[src/rtl/int_pkg.sv]
// Shared constants for the interrupt controller: source indices, FSM encoding
// and the fixed-priority encoder used by arbitration.
package int_pkg;

    localparam int NUM_SRC = 5;

    localparam logic [2:0] SRC_P1  = 3'd0;
    localparam logic [2:0] SRC_P2  = 3'd1;
    localparam logic [2:0] SRC_P3  = 3'd2;
    localparam logic [2:0] SRC_P4  = 3'd3;
    localparam logic [2:0] SRC_TMR = 3'd4;

    localparam logic [1:0] ST_IDLE    = 2'd0;
    localparam logic [1:0] ST_REQ     = 2'd1;
    localparam logic [1:0] ST_SERVICE = 2'd2;

    // Lowest set index wins; scanning downwards lets the lowest overwrite.
    function automatic logic [2:0] prio_enc(input logic [NUM_SRC-1:0] req);
        logic [2:0] idx;
        idx = SRC_P1;
        for (int i = NUM_SRC - 1; i >= 0; i--) begin
            if (req[i]) begin
                idx = 3'(i);
            end else begin
                idx = idx;
            end
        end
        return idx;
    endfunction

endpackage

[src/rtl/int_timer.sv]
// Periodic tick source: a free-running prescaler feeding a reloadable period
// down-counter; tick_o pulses for one cycle each time the period elapses.
module int_timer #(
    parameter int PRESC = 16
) (
    input  logic       clk_i,
    input  logic       rst_i,
    input  logic       tmr_we_i,
    input  logic [7:0] tmr_d_i,
    output logic       tick_o
);

    localparam int PW = (PRESC > 1) ? $clog2(PRESC) : 1;

    logic [PW-1:0] presc_q, presc_d;
    logic [7:0]    period_q, period_d;
    logic [7:0]    cnt_q, cnt_d;
    logic          tick_q, tick_d;
    logic          wrap_s;

    assign wrap_s = (presc_q == PW'(PRESC - 1));
    assign tick_o = tick_q;

    // Next-state for prescaler, period register and period counter.
    always_comb begin
        presc_d  = presc_q;
        period_d = period_q;
        cnt_d    = cnt_q;
        tick_d   = 1'b0;
        if (tmr_we_i) begin
            period_d = tmr_d_i;
            cnt_d    = tmr_d_i;
            presc_d  = '0;
        end else begin
            presc_d = wrap_s ? '0 : presc_q + PW'(1);
            if (wrap_s && (cnt_q != 8'd0)) begin
                if (cnt_q == 8'd1) begin
                    cnt_d  = period_q;
                    tick_d = 1'b1;
                end else begin
                    cnt_d = cnt_q - 8'd1;
                end
            end else begin
                cnt_d = cnt_q;
            end
        end
    end

    // Timer state registers.
    always_ff @(posedge clk_i or posedge rst_i) begin
        if (rst_i) begin
            presc_q  <= '0;
            period_q <= 8'd0;
            cnt_q    <= 8'd0;
            tick_q   <= 1'b0;
        end else begin
            presc_q  <= presc_d;
            period_q <= period_d;
            cnt_q    <= cnt_d;
            tick_q   <= tick_d;
        end
    end

endmodule

[src/rtl/int_controller.sv]
// Prioritised, maskable, non-nesting interrupt controller: edge-detects four
// external lines plus a timer tick and hands one vector at a time to the CPU.
module int_controller
    import int_pkg::*;
#(
    parameter int              PC_W       = 10,
    parameter logic [PC_W-1:0] VEC_BASE   = 10'h3E0,
    parameter int              VEC_STRIDE = 4,
    parameter int              PRESC      = 16
) (
    input  logic            clk,
    input  logic            reset,
    input  logic [3:0]      int_in,
    input  logic            mask_we,
    input  logic [4:0]      mask_d,
    input  logic            tmr_we,
    input  logic [7:0]      tmr_d,
    input  logic            ack,
    input  logic            fin_int,
    output logic            int_req,
    output logic [PC_W-1:0] int_vec,
    output logic [2:0]      int_src,
    output logic            in_service,
    output logic [4:0]      pending
);

    logic [3:0]      sync1_q, sync2_q, edge_q;
    logic [4:0]      pending_q, pending_d, mask_q, elig_s, clr_s;
    logic [1:0]      state_q, state_d;
    logic [2:0]      src_q, src_d, win_s;
    logic [PC_W-1:0] vec_q, vec_d;
    logic            req_q, svc_q, tick_s;
    logic [3:0]      edge_s;

    int_timer #(.PRESC(PRESC)) u_timer (
        .clk_i   (clk),
        .rst_i   (reset),
        .tmr_we_i(tmr_we),
        .tmr_d_i (tmr_d),
        .tick_o  (tick_s)
    );

    assign edge_s = sync2_q & ~edge_q;
    assign elig_s = pending_q & ~mask_q;
    assign win_s  = prio_enc(elig_s);

    // FSM next-state, source latch and pending update (new events beat clears).
    always_comb begin
        state_d = state_q;
        src_d   = src_q;
        vec_d   = vec_q;
        clr_s   = 5'b00000;
        case (state_q)
            ST_IDLE: begin
                if (elig_s != 5'b00000) begin
                    state_d = ST_REQ;
                    src_d   = win_s;
                    vec_d   = VEC_BASE + PC_W'(win_s) * PC_W'(VEC_STRIDE);
                end else begin
                    state_d = ST_IDLE;
                end
            end
            ST_REQ: begin
                if (ack) begin
                    state_d = ST_SERVICE;
                    clr_s   = 5'b00001 << src_q;
                end else begin
                    state_d = ST_REQ;
                end
            end
            ST_SERVICE: begin
                if (fin_int) begin
                    state_d = ST_IDLE;
                end else begin
                    state_d = ST_SERVICE;
                end
            end
            default: begin
                state_d = ST_IDLE;
            end
        endcase
        pending_d = (pending_q & ~clr_s) | {tick_s, edge_s};
    end

    // State, synchroniser, mask and registered-output flops.
    always_ff @(posedge clk or posedge reset) begin
        if (reset) begin
            sync1_q   <= 4'b0000;
            sync2_q   <= 4'b0000;
            edge_q    <= 4'b0000;
            pending_q <= 5'b00000;
            mask_q    <= 5'b00000;
            state_q   <= ST_IDLE;
            src_q     <= 3'd0;
            vec_q     <= '0;
            req_q     <= 1'b0;
            svc_q     <= 1'b0;
        end else begin
            sync1_q   <= int_in;
            sync2_q   <= sync1_q;
            edge_q    <= sync2_q;
            pending_q <= pending_d;
            mask_q    <= mask_we ? mask_d : mask_q;
            state_q   <= state_d;
            src_q     <= src_d;
            vec_q     <= vec_d;
            req_q     <= (state_d == ST_REQ);
            svc_q     <= (state_d == ST_SERVICE);
        end
    end

    assign int_req    = req_q;
    assign int_vec    = vec_q;
    assign int_src    = src_q;
    assign in_service = svc_q;
    assign pending    = pending_q;

endmodule

[config.mk]
export PLATFORM = sky130hd
export DESIGN_NAME = int_controller
export DESIGN_NICKNAME = d
export VERILOG_FILES = /design/src/rtl/int_pkg.sv /design/src/rtl/int_timer.sv /design/src/rtl/int_controller.sv
export SDC_FILE = /design/constraint.sdc
export NUM_CORES = 1
export LEC_CHECK = 0
export BUFFER_PORTS_ARGS = -buffer_cell sky130_fd_sc_hd__buf_2
export CORE_UTILIZATION = 40
export CTS_CLUSTER_DIAMETER = 50
export DETAILED_ROUTE_END_ITERATION = 10
export PLACE_DENSITY = 0.63
export SYNTH_ARGS = -nofsm -noshare
export SYNTH_HDL_FRONTEND = slang
export SYNTH_HIERARCHICAL = 1
export SYNTH_SLANG_ARGS = --single-unit
[constraint.sdc]
create_clock -name clk -period 2.1 [get_ports clk]
set_input_delay 0.21 -clock clk [delete_from_list [all_inputs] [get_ports clk]]
set_output_delay 0.21 -clock clk [all_outputs]
set_load 0.01 [all_outputs]
==> reports/metrics.csv <==
stage,metric,value,unit
drt,final_antenna_net_count,0,
clock_network,path_clk_slew,90,ps
synth,synth-async-reset-ratio,100,%
drt,drt_iter0_markers,49,
drt,wl_per_cell,13.3,um
finish,fillers,528,
worst_setup_path,cp_top_family,simple AND/OR/NAND/NOR gates,
timing,drv_slew,0,
finish,layout.nets,274,
floorplanning,dieWidth,78.2,um
place,io_buffers,40,
worst_setup_path,worstPathCellList,inv_1 > ha_1 > nor4b_4 > nand2_2 > mux2_2 > o211ai_1,
timing,hold-worst-slack,101,ps
synth,synth.distinct_cells,47,
timing,worstMarginPinSlew,806,ps
timing,setup_tns,0,ps
worst_setup_path,end_kind,flip-flop,
floorplanning,core_area,5540,um^2
floorplanning,initial_core_util,41.9,%
floorplanning,ios,43,
timing,max_freq,540,MHz
run_status,status,"finished, final reports clean",
grt,grt_max_degree,31,
flow_run,drv_cap,0,
drt,via_per_inst,4.98,
clock_network,h-tree-depth,2,
synth,synth_edf_count,0,
timing,slew_headroom,46.2,%
worst_setup_path,critical_path_class,flip-flop to flip-flop,
power_and_ir_drop,p_per_area,945,nW/um^2
grt,grt.overflow.total,0,
synth,synth_warnings,6,
worst_setup_path,worst_path_max_delay_cell,dfrtp_1,
grt,grt_pass1_vias,1566,
finish,syn_to_final_growth,17.6,%
power_and_ir_drop,irDropWorstVdd,0.479,mV
synth,syn_avg_cell_area,11.3,um^2
floorplanning,fp.dieArea,6120,um^2
worst_setup_path,critPathBufInv,1,
timing,fin_crit_sh,88.1,%
worst_setup_path,worst_setup_path_start_kind,flip-flop,
drt,firstDrtPassIters,4,
drt,drt_wl_total,4250,um
worst_setup_path,arrival,2080,ps
finish,drive_above_1_share,28.2,%
synth,synthFlopType,dfrtp_1,
timing,setup_viol,0,
floorplanning,rows,27,
min_path,hold_class,input pin to flip-flop,
grt,grt_pass1_wl,7360,um
clock_network,clk_latency,300,ps
timing,hold_viol,0,
finish,multiInputGateArea,911,um^2
synth,synth_seq_area_share,54.9,%
clock_network,cts_root_buf,clkbuf_8,
worst_setup_path,cpPeakStageDelay,430,ps
synth,syn-instance-count,205,
power_and_ir_drop,cellLeakagePower,1.27,nW
finish,antenna_cells,0,
synth,synth_area,2320,um^2
clock_network,cts_tree,built,
drt,drcViolationCount,0,
clock_network,cts_setup_buffers,0,
timing,fin_crit,1850,ps
clock_network,cts_sinks,51,
worst_setup_path,cp_max_fo,6,
timing,fin_skew,8.04,ps
clock_network,cts-buffers-inserted,5,
clock_network,cts_max_path_buffers,2,
drt,vias,1593,
place,gp_congestion,0.841,
place,dp_hpwl,2940,um
finish,ff_latch_area,1280,um^2
grt,grtUsageTotal,15.7,%
grt,antenna_found_initial,0,
worst_setup_path,worst_ep_required_time,2320,ps
timing,rsz0062_at_grt,false,
synth,ys_ff_latch,51,
floorplanning,die_h,78.2,um
-- worst register-to-register path: stages (launching register included) --
cell and delay [ps]:
dfrtp_1 430, inv_1 110, ha_1 250, nor4b_4 310, nand2_2 180, mux2_2 320
o211ai_1 160
-- layout make-up --
cell class	count	share of cell area (%)
clock buffers	6	2.66
clock inverters	2	2.20
multi-input cells	127	33.3
inverters	15	2.06
flip-flops and latches	51	46.7
repair buffers	47	9.71
well taps	72	3.30
-- kinds of logic after synthesis --
kind of cell	Yosys count	synth area share [%]
and+or+nand+nor	54	13.3
AOI/OAI and AO/OA	51	16.0
DFF	51	54.9
buffers and inverters	28	6.03
muxes	14	6.62
adders and majority gates	4	2.15
xor gates and xnor gates	2	0.754
other	1	0.161
-- placed cells by master, fill, tap and decap left out, drive strengths merged, types with 2 or more instances in the layout --
master and count:
inv 15, nand2 11, a21oi 6, a21o 5, a311oi 2, o31ai 3, nor2b 2, bufinv 2
o211ai 5, nor4b 2, clkbuf 6, a22oi 2, dlygate4sd3 5, a31oi 2, o21ai 17, nand3 5
a211oi 3, dfrtp 51, buf 42, conb 2, nor3 5, nor2 10, or3 3, ha 4
nand2b 10, mux2i 3, mux2 11
-- report_power, final --
part           leakage (nW)  internal, W  switching [W]
clock                0.0654     0.000476       0.000319
sequential            0.608      0.00112       0.000141
combinational         0.593     0.000246       0.000282
-- synth_stat cells, types with 6 or more instances --
library cell	count	area, um^2
dfrtp_1	51	1280
o21ai_0	16	80.1
inv_1	15	56.3
mux2_2	11	124
nand2_1	10	37.5
nand2b_1	10	62.6
nor2_1	10	37.5
buf_4	9	67.6
a21oi_1	6	30.0
-- per-stage QoR --
stage	utilization [%]	instances	total power (W)	setup slack, ps	area [um^2]
6_report	49.3	320	0.00258	249	2730
5_1_grt	49.3	320	0.00275	118	2730
4_1_cts	49.1	319	0.00262	262	2720
3_5_place_dp	46.0	307	0.00181	290	2550
3_3_place_gp	46.0	307	0.00179	353	2550
2_1_floorplan	-	206	0.00163	493	2330
-- worst paths after layout --
path | start | depth (start not counted) | end | slack, ps
hold / removal | ack | 2 | int_req | 100
max in group asynchronous | reset | 3 | u_timer/cnt_q[6] | 990
setup reg to reg | u_timer/cnt_q[1] | 6 | u_timer/cnt_q[1] | 250
setup / recovery | u_timer/cnt_q[1] | 6 | u_timer/cnt_q[1] | 250
min in group asynchronous | reset | 4 | edge_q[0] | 520
hold reg to reg | sync1_q[2] | 0 | sync2_q[2] | 360
-- metal layers --
layer,vias to the layer above,GRT usage (%),part of all wire [%]
met5,-,0,0
met4,0,5.56,1.0
met3,4,3.95,4.4
met2,36,25.1,46
met1,758,20.5,48
li1,795,-,-
-- sequential cells by signal, indices dropped and copies added (netlist names) --
| signal | flops |
|---|---|
| mask_q | 5 |
| state_q | 2 |
| int_src | 2 |
| int_req | 1 |
| pending | 5 |
| u_timer/cnt_q | 8 |
| edge_q | 4 |
| sync1_q | 4 |
| u_timer/presc_q | 4 |
| in_service | 1 |
| int_vec | 2 |
| sync2_q | 4 |
| u_timer/tick_o | 1 |
| u_timer/period_q | 8 |
-- repair_timing --
action                    in CTS  in global routing
gates resized for setup        0                  0
hold buffers                   4                  1
hold endpoints to repair      33                  1
(Power assumes the default switching activity.)
